<file path="src/rtl/and_or_sched_pkg.sv">
`default_nettype none
// +------------------------------------------------------------------+
// | and_or_sched_pkg                                                 |
// | Shared state encodings and op codes for the AND/OR scheduler.    |
// | Revision: 1.0                                                    |
// +------------------------------------------------------------------+
package and_or_sched_pkg;

  localparam logic [1:0] ST_IDLE = 2'd0;
  localparam logic [1:0] ST_EXEC = 2'd1;
  localparam logic [1:0] ST_RESP = 2'd2;

  localparam logic OP_AND = 1'b1;
  localparam logic OP_OR  = 1'b0;

endpackage
`default_nettype wire

</file>
<file path="src/rtl/logic_op_unit.sv">
`default_nettype none
// +------------------------------------------------------------------+
// | logic_op_unit                                                    |
// | Combinational bitwise AND/OR unit shared by both requesters.     |
// | Revision: 1.0                                                    |
// +------------------------------------------------------------------+
module logic_op_unit #(
  parameter int WIDTH = 4
) (
  input  logic [WIDTH-1:0] a,
  input  logic [WIDTH-1:0] b,
  input  logic             isAnd,
  output logic [WIDTH-1:0] y
);
  import and_or_sched_pkg::*;

  always @* begin
    y = (isAnd == OP_OR) ? (a | b) : (a & b);
  end

endmodule
`default_nettype wire

</file>
<file path="src/rtl/and_or_scheduler.sv">
`default_nettype none
// +------------------------------------------------------------------+
// | and_or_scheduler                                                 |
// | Round-robin sharing of one AND/OR unit between two requesters,   |
// | with a registered valid/ready response and saturating op counts. |
// | Revision: 1.0                                                    |
// +------------------------------------------------------------------+
module and_or_scheduler #(
  parameter int WIDTH = 4,
  parameter int CNT_W = 8
) (
  input  logic             clk,
  input  logic             rst,
  input  logic             req0Valid,
  output logic             req0Ready,
  input  logic [WIDTH-1:0] req0A,
  input  logic [WIDTH-1:0] req0B,
  input  logic             req0Op,
  input  logic             req1Valid,
  output logic             req1Ready,
  input  logic [WIDTH-1:0] req1A,
  input  logic [WIDTH-1:0] req1B,
  input  logic             req1Op,
  output logic             rspValid,
  input  logic             rspReady,
  output logic [WIDTH-1:0] rspData,
  output logic             rspIsAnd,
  output logic             rspId,
  output logic [CNT_W-1:0] andCount,
  output logic [CNT_W-1:0] orCount
);
  import and_or_sched_pkg::*;

  logic [1:0]       state_q, state_d;
  logic             rrPtr_q;
  logic [WIDTH-1:0] opA_q, opB_q;
  logic             opAnd_q, opId_q;
  logic             rspValid_q, rspIsAnd_q, rspId_q;
  logic [WIDTH-1:0] rspData_q;
  logic [CNT_W-1:0] andCount_q, orCount_q;
  logic             grant;
  logic             accept;
  logic [WIDTH-1:0] unitY;

  // rrPtr holds the last winner, so a tie goes to the other requester.
  always_comb begin
    grant = 1'b0;
    if (req0Valid && req1Valid) begin
      grant = ~rrPtr_q;
    end else if (req1Valid) begin
      grant = 1'b1;
    end
  end

  assign accept    = !rst && (state_q == ST_IDLE) && (req0Valid || req1Valid);
  assign req0Ready = accept && !grant;
  assign req1Ready = accept && grant;

  always_comb begin
    state_d = state_q;
    case (state_q)
      ST_IDLE: if (accept)   state_d = ST_EXEC;
      ST_EXEC:               state_d = ST_RESP;
      ST_RESP: if (rspReady) state_d = ST_IDLE;
      default:               state_d = ST_IDLE;
    endcase
  end

  logic_op_unit #(.WIDTH(WIDTH)) u_unit (
    .a     (opA_q),
    .b     (opB_q),
    .isAnd (opAnd_q),
    .y     (unitY)
  );

  always_ff @(posedge clk) begin
    if (rst) begin
      state_q    <= ST_IDLE;
      rrPtr_q    <= 1'b1;
      opA_q      <= '0;
      opB_q      <= '0;
      opAnd_q    <= 1'b0;
      opId_q     <= 1'b0;
      rspValid_q <= 1'b0;
      rspData_q  <= '0;
      rspIsAnd_q <= 1'b0;
      rspId_q    <= 1'b0;
      andCount_q <= '0;
      orCount_q  <= '0;
    end else begin
      state_q <= state_d;
      if (accept) begin
        opA_q   <= grant ? req1A : req0A;
        opB_q   <= grant ? req1B : req0B;
        opAnd_q <= grant ? req1Op : req0Op;
        opId_q  <= grant;
        rrPtr_q <= grant;
      end
      if (state_q == ST_EXEC) begin
        rspData_q  <= unitY;
        rspIsAnd_q <= opAnd_q;
        rspId_q    <= opId_q;
        rspValid_q <= 1'b1;
        if (opAnd_q == OP_AND) begin
          if (andCount_q != {CNT_W{1'b1}}) andCount_q <= andCount_q + CNT_W'(1);
        end else begin
          if (orCount_q != {CNT_W{1'b1}}) orCount_q <= orCount_q + CNT_W'(1);
        end
      end
      if ((state_q == ST_RESP) && rspReady) begin
        rspValid_q <= 1'b0;
      end
    end
  end

  assign rspValid = rspValid_q;
  assign rspData  = rspData_q;
  assign rspIsAnd = rspIsAnd_q;
  assign rspId    = rspId_q;
  assign andCount = andCount_q;
  assign orCount  = orCount_q;

endmodule
`default_nettype wire
</file>
<file path="config.mk">
export PLATFORM = sky130hd
export DESIGN_NAME = and_or_scheduler
export DESIGN_NICKNAME = d
export VERILOG_FILES = /design/src/rtl/and_or_sched_pkg.sv /design/src/rtl/logic_op_unit.sv /design/src/rtl/and_or_scheduler.sv
export SDC_FILE = /design/constraint.sdc
export NUM_CORES = 1
export LEC_CHECK = 0
export ABC_AREA = 1
export BUFFER_PORTS_ARGS = -buffer_cell sky130_fd_sc_hd__buf_2
export CORE_ASPECT_RATIO = 1.75
export CORE_MARGIN = 3
export CORE_UTILIZATION = 40
export DETAILED_ROUTE_END_ITERATION = 8
export GPL_TIMING_DRIVEN = 0
export PLACE_DENSITY = 0.68
export SLEW_MARGIN = 15
export SYNTH_ARGS = -nofsm -noshare
export SYNTH_HDL_FRONTEND = slang
export SYNTH_SLANG_ARGS = --single-unit
</file>
<file path="constraint.sdc">
create_clock -name clk -period 2.98 [get_ports clk]
set_clock_uncertainty 0.2 [all_clocks]
set_input_delay 0.596 -clock clk [delete_from_list [all_inputs] [get_ports clk]]
set_output_delay 0.596 -clock clk [all_outputs]
set_load 0.02 [all_outputs]
</file>
# --- Yosys cells after proc, flatten, opt, wreduce, memory -nomap -nowiden ---
# Index checks and enable logic that the tools add are counted.
# W data, S select, Z words.
totals:
  elab_cells: 47
  ram_bits: 0
  input_bits: 23
  romBits: 0
  output_inout_bits: 25
  mem_count: 0
  ff_bits: 36
  latchBits: 0
op_classes:
  n_div: 0
  reduce_logical: 14
  mul: 0
  n_mux: 9
  n_addsub: 2
  bitwise_logic: 4
  eq_ne: 6
  order_cmp: 0
  shift: 0
op_table:
  columns: ["operator", "n"]
  rows:
  - ["$add A8 B1 Y8 const B", 2]
  - ["$ne A8 B8 Y1 const B", 2]
  - ["$mux W4", 3]
  - ["$logic_and A1 B1 Y1", 6]
  - ["$pmux W2 S3", 1]
  - ["$reduce_and A3 Y1", 2]
  - ["$and A4 B4 Y4", 1]
  - ["$mux W2", 2]
  - ["$ne A2 B2 Y1 const B", 2]
  - ["$or A4 B4 Y4", 1]
  - ["$mux W1", 3]
  - ["$eq A2 B1 Y1 const B", 1]
  - ["$eq A2 B2 Y1 const B", 1]
  - ["$logic_not A1 Y1", 2]
  - ["$logic_not A2 Y1", 1]
  - ["$not A1 Y1", 2]
  - ["$reduce_and A2 Y1", 1]
  - ["$reduce_or A2 Y1", 1]
  - ["$logic_or A1 B1 Y1", 1]

# --- Logic depth before layout (Yosys ltp) ---
logic_depth:
  ltp_word: 5
  depth_mapped: 8
  mapped_depth_nobuf: 8

# --- Modules after synthesis ---
# A second synthesis with hierarchy kept.
hier_totals:
  hier_cells: 281
  area_unflattened_um2: 1839.3
modules_own_cells:
  columns: ["module", "area_per_inst_um2", "cells_per_inst", "seq_area_each_um2", "n_inst"]
  rows:
  - ["and_or_scheduler", 1789.2, 269, 720.7, 1]
  - ["logic_op_unit", 50.0, 12, 0.0, 1]

# --- Worst setup path before layout ---
# No wires, ideal clock.
synth_timing:
  path_type: "in2out"
  startpoint: "in req0Valid"
  endpoint: "out req0Ready"
  t_arrival_ns: 1.294
  slack_ns: 0.890
  required_time_ns: 2.184
  path_buffers: 1
  path_stages: 5
  cell_sequence: "nand2_1 > nand2_2 > inv_1 > buf_2 > nor2_1"
synth_via:
  elab_chain_len: 4
synth_lines:
  columns: ["element", "line", "text"]
  rows:
  - ["start, declared", "and_or_scheduler.sv:14", "input logic req0Valid,"]
  - ["$logic_and A1 B1 Y1", "and_or_scheduler.sv:48", "if (req0Valid && req1Valid) begin"]
  - ["$mux W1", "and_or_scheduler.sv:48", null]
  - ["$logic_not A1 Y1", "and_or_scheduler.sv:56", "assign req0Ready = accept && !grant;"]
  - ["$logic_and A1 B1 Y1 (*)", "and_or_scheduler.sv:56", null]
  - ["end, declared", "and_or_scheduler.sv:15", "output logic req0Ready,"]
# Mark *: on every way between the ends. The rest lies on a longest branch, timed or not.

# --- Final worst setup path ---
layout_timing:
  startpoint: "in req0Valid"
  endpoint: "out req1Ready"
layout_via:
  elab_chain_len: 3
layout_lines:
  columns: ["element", "line", "text"]
  rows:
  - ["$logic_and A1 B1 Y1 or $logic_or A1 B1 Y1 (tied branches)", "and_or_scheduler.sv:48, and_or_scheduler.sv:55", null]
  - ["$mux W1 or $logic_and A1 B1 Y1 (tied branches)", "and_or_scheduler.sv:48, and_or_scheduler.sv:55", null]
  - ["$logic_and A1 B1 Y1 (*)", "and_or_scheduler.sv:57", "assign req1Ready = accept && grant;"]
  - ["end, declared", "and_or_scheduler.sv:20", "output logic req1Ready,"]
# Marked as above.

==> impl_table.tex <==
\begin{tabular}{lr}
\hline
Metric & Value \\
\hline
\multicolumn{2}{l}{\textbf{Cells and area}} \\
\quad Finished Cell Area & $\sim$2100 um\^{}2 \\
\quad Number of nets in the final layout & around 330 \\
\quad \# diodes & 0 \\
\quad Proportion of layout cells with a drive suffix above 1 & 0.248 \\
\quad Post-synthesis to final-layout area growth & 23.7\% \\
\multicolumn{2}{l}{\textbf{Synthesis}} \\
\quad Synth cell types & 22 \\
\quad Cells after Synth & 252 \\
\quad Average instance area after synthesis & just under 7 um\^{}2 \\
\quad Yosys warning total & 0 \\
\quad Net Count, Synth & between 200 and 300 \\
\quad Proportion of synthesized chip area in sequential cells & 0.420 \\
\quad Mapped Area & $\sim$1700 um\^{}2 \\
\quad FF+latch count, synth & 36 \\
\multicolumn{2}{l}{\textbf{Die}} \\
\quad Number of core rows & 30 \\
\quad I/O pin count & 48 \\
\quad Die Ht & 92.6 um \\
\quad Initial cell density of the core & 0.427 \\
\quad Die W & about 55 um \\
\quad Die ar. & between 5000 and 6000 um\^{}2 \\
\quad Area of the core & between 4000 and 5000 um\^{}2 \\
\multicolumn{2}{l}{\textbf{Detailed routing}} \\
\quad Violation count after the first detailed-route iteration & 25 \\
\quad Met1 routed wirelength after detailed routing & between 1500 and 2000 um \\
\quad Routed wire length on met3 & 182 um \\
\quad Met2 Routed Length & 1980 um \\
\quad DRC violation count after routing & 0 \\
\quad Via density per instance & roughly 4.8 \\
\quad Post-Route WL & 3790 um \\
\quad Average routed wire per standard cell & about 11 um \\
\quad Max Used Layer & met4 \\
\quad Total via count in the routed design & around 1700 \\
\quad Final ANT Viol Nets & 0 \\
\quad Detailed Routing Iterations Pass 1 & 4 \\
\multicolumn{2}{l}{\textbf{Job}} \\
\quad \# Max-Cap Violations & 0 \\
\multicolumn{2}{l}{\textbf{Place}} \\
\quad Port Buffers & 47 \\
\quad Estimated wirelength of the detail-placed design & around 3000 um \\
\quad Weighted congestion at the end of routability-driven global placement & $\sim$0.77 \\
\quad Post-Place Cell Area & 2010 um\^{}2 \\
\multicolumn{2}{l}{\textbf{Clock network}} \\
\quad TritonCTS clock tree & built \\
\quad Number of levels in the clock H-tree & 2 \\
\quad Hold buffer count at CTS & 0 \\
\quad Number of buffers on the longest clock path & 2 \\
\quad CTS Buf Count & 5 \\
\quad Post-CTS resize count & 0 \\
\quad CTS clock-pin slew for the worst setup and hold paths & about 0.08 ns \\
\quad CTS root buffer & clkbuf\_8 \\
\quad Clock tree sinks & 36 \\
\quad Number of buffers inserted to repair setup after CTS & 0 \\
\quad Clock network latency to the later pin of the worst-skew pair & 0.29 ns \\
\multicolumn{2}{l}{\textbf{Global route}} \\
\quad Via count of the first global-routing pass & roughly 1600 \\
\quad Largest net degree at the start of global routing & 13 \\
\quad First-pass GRT wire length & between 6000 and 7000 um \\
\quad Number of antenna violations at the first check in global routing & 0 \\
\quad Total Routing Usage GR & 0.154 \\
\quad Total overflow reported by the global router & 0 \\
\multicolumn{2}{l}{\textbf{Power}} \\
\quad Clock group share of total power & 0.389 \\
\quad Total power divided by cell area & approximately 520 nW/um\^{}2 \\
\quad Internal power component & a little over 0.0008 W \\
\quad IR Drop Worst-Case VDD & 354 uV \\
\quad Sequential fraction of design power & 0.474 \\
\quad Switching power & between 0.0002 and 0.0003 W \\
\quad Power share of the combinational group & 0.136 \\
\quad Sw frac & 0.267 \\
\quad LEAKAGE & just over 1 nW \\
\multicolumn{2}{l}{\textbf{Critical path}} \\
\quad Critical Path Fanout Max & 10 \\
\quad Worst path top cell family by delay & buffers and inverters \\
\quad Slowest cell on the critical path & buf\_2 \\
\quad Worst Setup End Kind & primary output \\
\quad Cell breakdown of the critical path & buf\_2 -> nand2\_1 -> nand2\_2 -> inv\_1 -> buf\_2 -> nand2\_1 -> inv\_1 -> buf\_2 \\
\quad Arr. time, crit path & 1.51 ns \\
\quad Type of element launching the critical path & input pin \\
\quad Required time of the critical path & approximately 2.2 ns \\
\quad CP max stage delay & around 0.2 ns \\
\quad Category of the most critical setup path & input pin to primary output \\
\quad Worst Path Buf+Inv & 5 \\
\quad Most frequent cell on the critical path & buf\_2 \\
\multicolumn{2}{l}{\textbf{Timing}} \\
\quad Final Critical Period & roughly 2.3 ns \\
\quad Total count of max-transition violations in the final report & 0 \\
\quad Final-report hold violation count & 0 \\
\quad RSZ-0062 raised after global routing & false \\
\quad Slew at the pin closest to its max-slew limit & approximately 0.51 ns \\
\quad Number of setup violations in the final report & 0 \\
\quad Worst rel slew slack & 0.657 \\
\quad Max frequency & between 400 and 500 MHz \\
\quad Sum Neg Setup Slack & 0 ns \\
\quad Final period utilization & 0.775 \\
\multicolumn{2}{l}{\textbf{Worst hold path}} \\
\quad Class of the tightest hold or removal check & register to register \\
\multicolumn{2}{l}{\textbf{Outcome}} \\
\quad Result of the run & complete, no violations \\
\hline
\end{tabular}
per-stage QoR:
| stage | cells | setup slack (ns) | power [W] | hold slack [ns] | utilization |
|---|---|---|---|---|---|
| 2_1_floorplan | 252 | 0.890 | 0.000637 | 0.241 | - |
| 3_3_place_gp | 347 | 0.661 | 0.000686 | 0.250 | 0.500 |
| 3_5_place_dp | 347 | 0.646 | 0.000688 | 0.253 | 0.500 |
| 4_1_cts | 355 | 0.646 | 0.00112 | 0.264 | 0.528 |
| 5_1_grt | 355 | 0.530 | 0.00116 | 0.285 | 0.528 |
| 6_report | 355 | 0.671 | 0.00110 | 0.270 | 0.528 |
sequential cells by signal, indices dropped and copies added (netlist names):
signal,count
andCount,8
opA_q,4
opAnd_q,1
opB_q,4
opId_q,1
orCount,8
rrPtr_q,1
rspData,4
rspId,1
rspIsAnd,1
rspValid,1
state_q,2
power groups by stage:
| stage | clock [W] | combinational (W) | sequential (W) |
|---|---|---|---|
| after global placement | 0 | 0.000151 | 0.000535 |
| after CTS | 0.000441 | 0.000153 | 0.000524 |
| after floorplan | 0 | 0.0000888 | 0.000548 |
| after detailed placement | 0 | 0.000153 | 0.000535 |
| final | 0.000430 | 0.000151 | 0.000524 |
| after global routing | 0.000460 | 0.000173 | 0.000527 |
cells by family (layout without fill, tap and decap cells):
kind of cell	count (synthesis)	in the layout	synth area share
DFF	36	36	0.420
adders and majority gates	2	2	0.0146
and+or+nand+nor	148	148	0.382
buffers and inverters	24	79	0.0569
AOI/OAI and AO/OA	42	42	0.126
path summary, 6_finish.rpt:
check                              to                     start  depth (start not counted)  slack [ns]
max                         req1Ready                 req0Valid                          8        0.67
min               opId_q$_SDFFE_PP0P_       opId_q$_SDFFE_PP0P_                          2        0.27
max reg2reg  andCount[4]$_SDFFE_PP0P_  andCount[0]$_SDFFE_PP0P_                          7        1.42
min reg2reg       opId_q$_SDFFE_PP0P_       opId_q$_SDFFE_PP0P_                          2        0.27
routing by layer:
layer,global-route usage,vias up
met5,0,-
met4,0.0649,0
met3,0.0377,7
met2,0.286,38
met1,0.162,736
li1,-,926
layout by cell type, fill, tap and decap left out, drive strengths merged:
| cell type | count |
|---|---|
| a21oi | 31 |
| a31oi | 4 |
| buf | 51 |
| bufinv | 1 |
| clkbuf | 8 |
| clkinv | 1 |
| clkinvlp | 1 |
| dfxtp | 36 |
| ha | 2 |
| inv | 17 |
| nand2 | 90 |
| nand3 | 14 |
| nand3b | 3 |
| nand4 | 4 |
| nor2 | 35 |
| nor3 | 2 |
| o21ai | 7 |
worst reg2reg max path: cells and delay by family (launching register included):
family / cells / cell delay (ns)
adders and majority gates: 1 / 0.24
AOI/OAI and AO/OA: 1 / 0.12
DFF: 1 / 0.40
and+or+nand+nor: 5 / 0.53
cells in the mapped netlist, drive strengths merged:
library cell  count  area share
nor3              2      0.0058
clkbuf            3      0.0066
nand3            14       0.048
o21ai             7       0.020
a31oi             4       0.015
dfxtp            36        0.42
inv              17       0.037
nor2             35       0.093
nand4             4       0.018
ha                2       0.015
a21oi            31       0.091
buf               4       0.013
nand3b            3       0.013
nand2            90        0.20
cell type report:
class / instances / area, um^2
clock buffer: 5 / 68.8
sequential: 36 / 721
fill: 407 / 1900
buffer: 7 / 33.8
tap: 48 / 60.1
multi-input combinational: 192 / 896
timing repair buffer: 47 / 235
clock inverter: 3 / 42.5
inverter: 17 / 63.8
(Power assumes the default switching activity.)
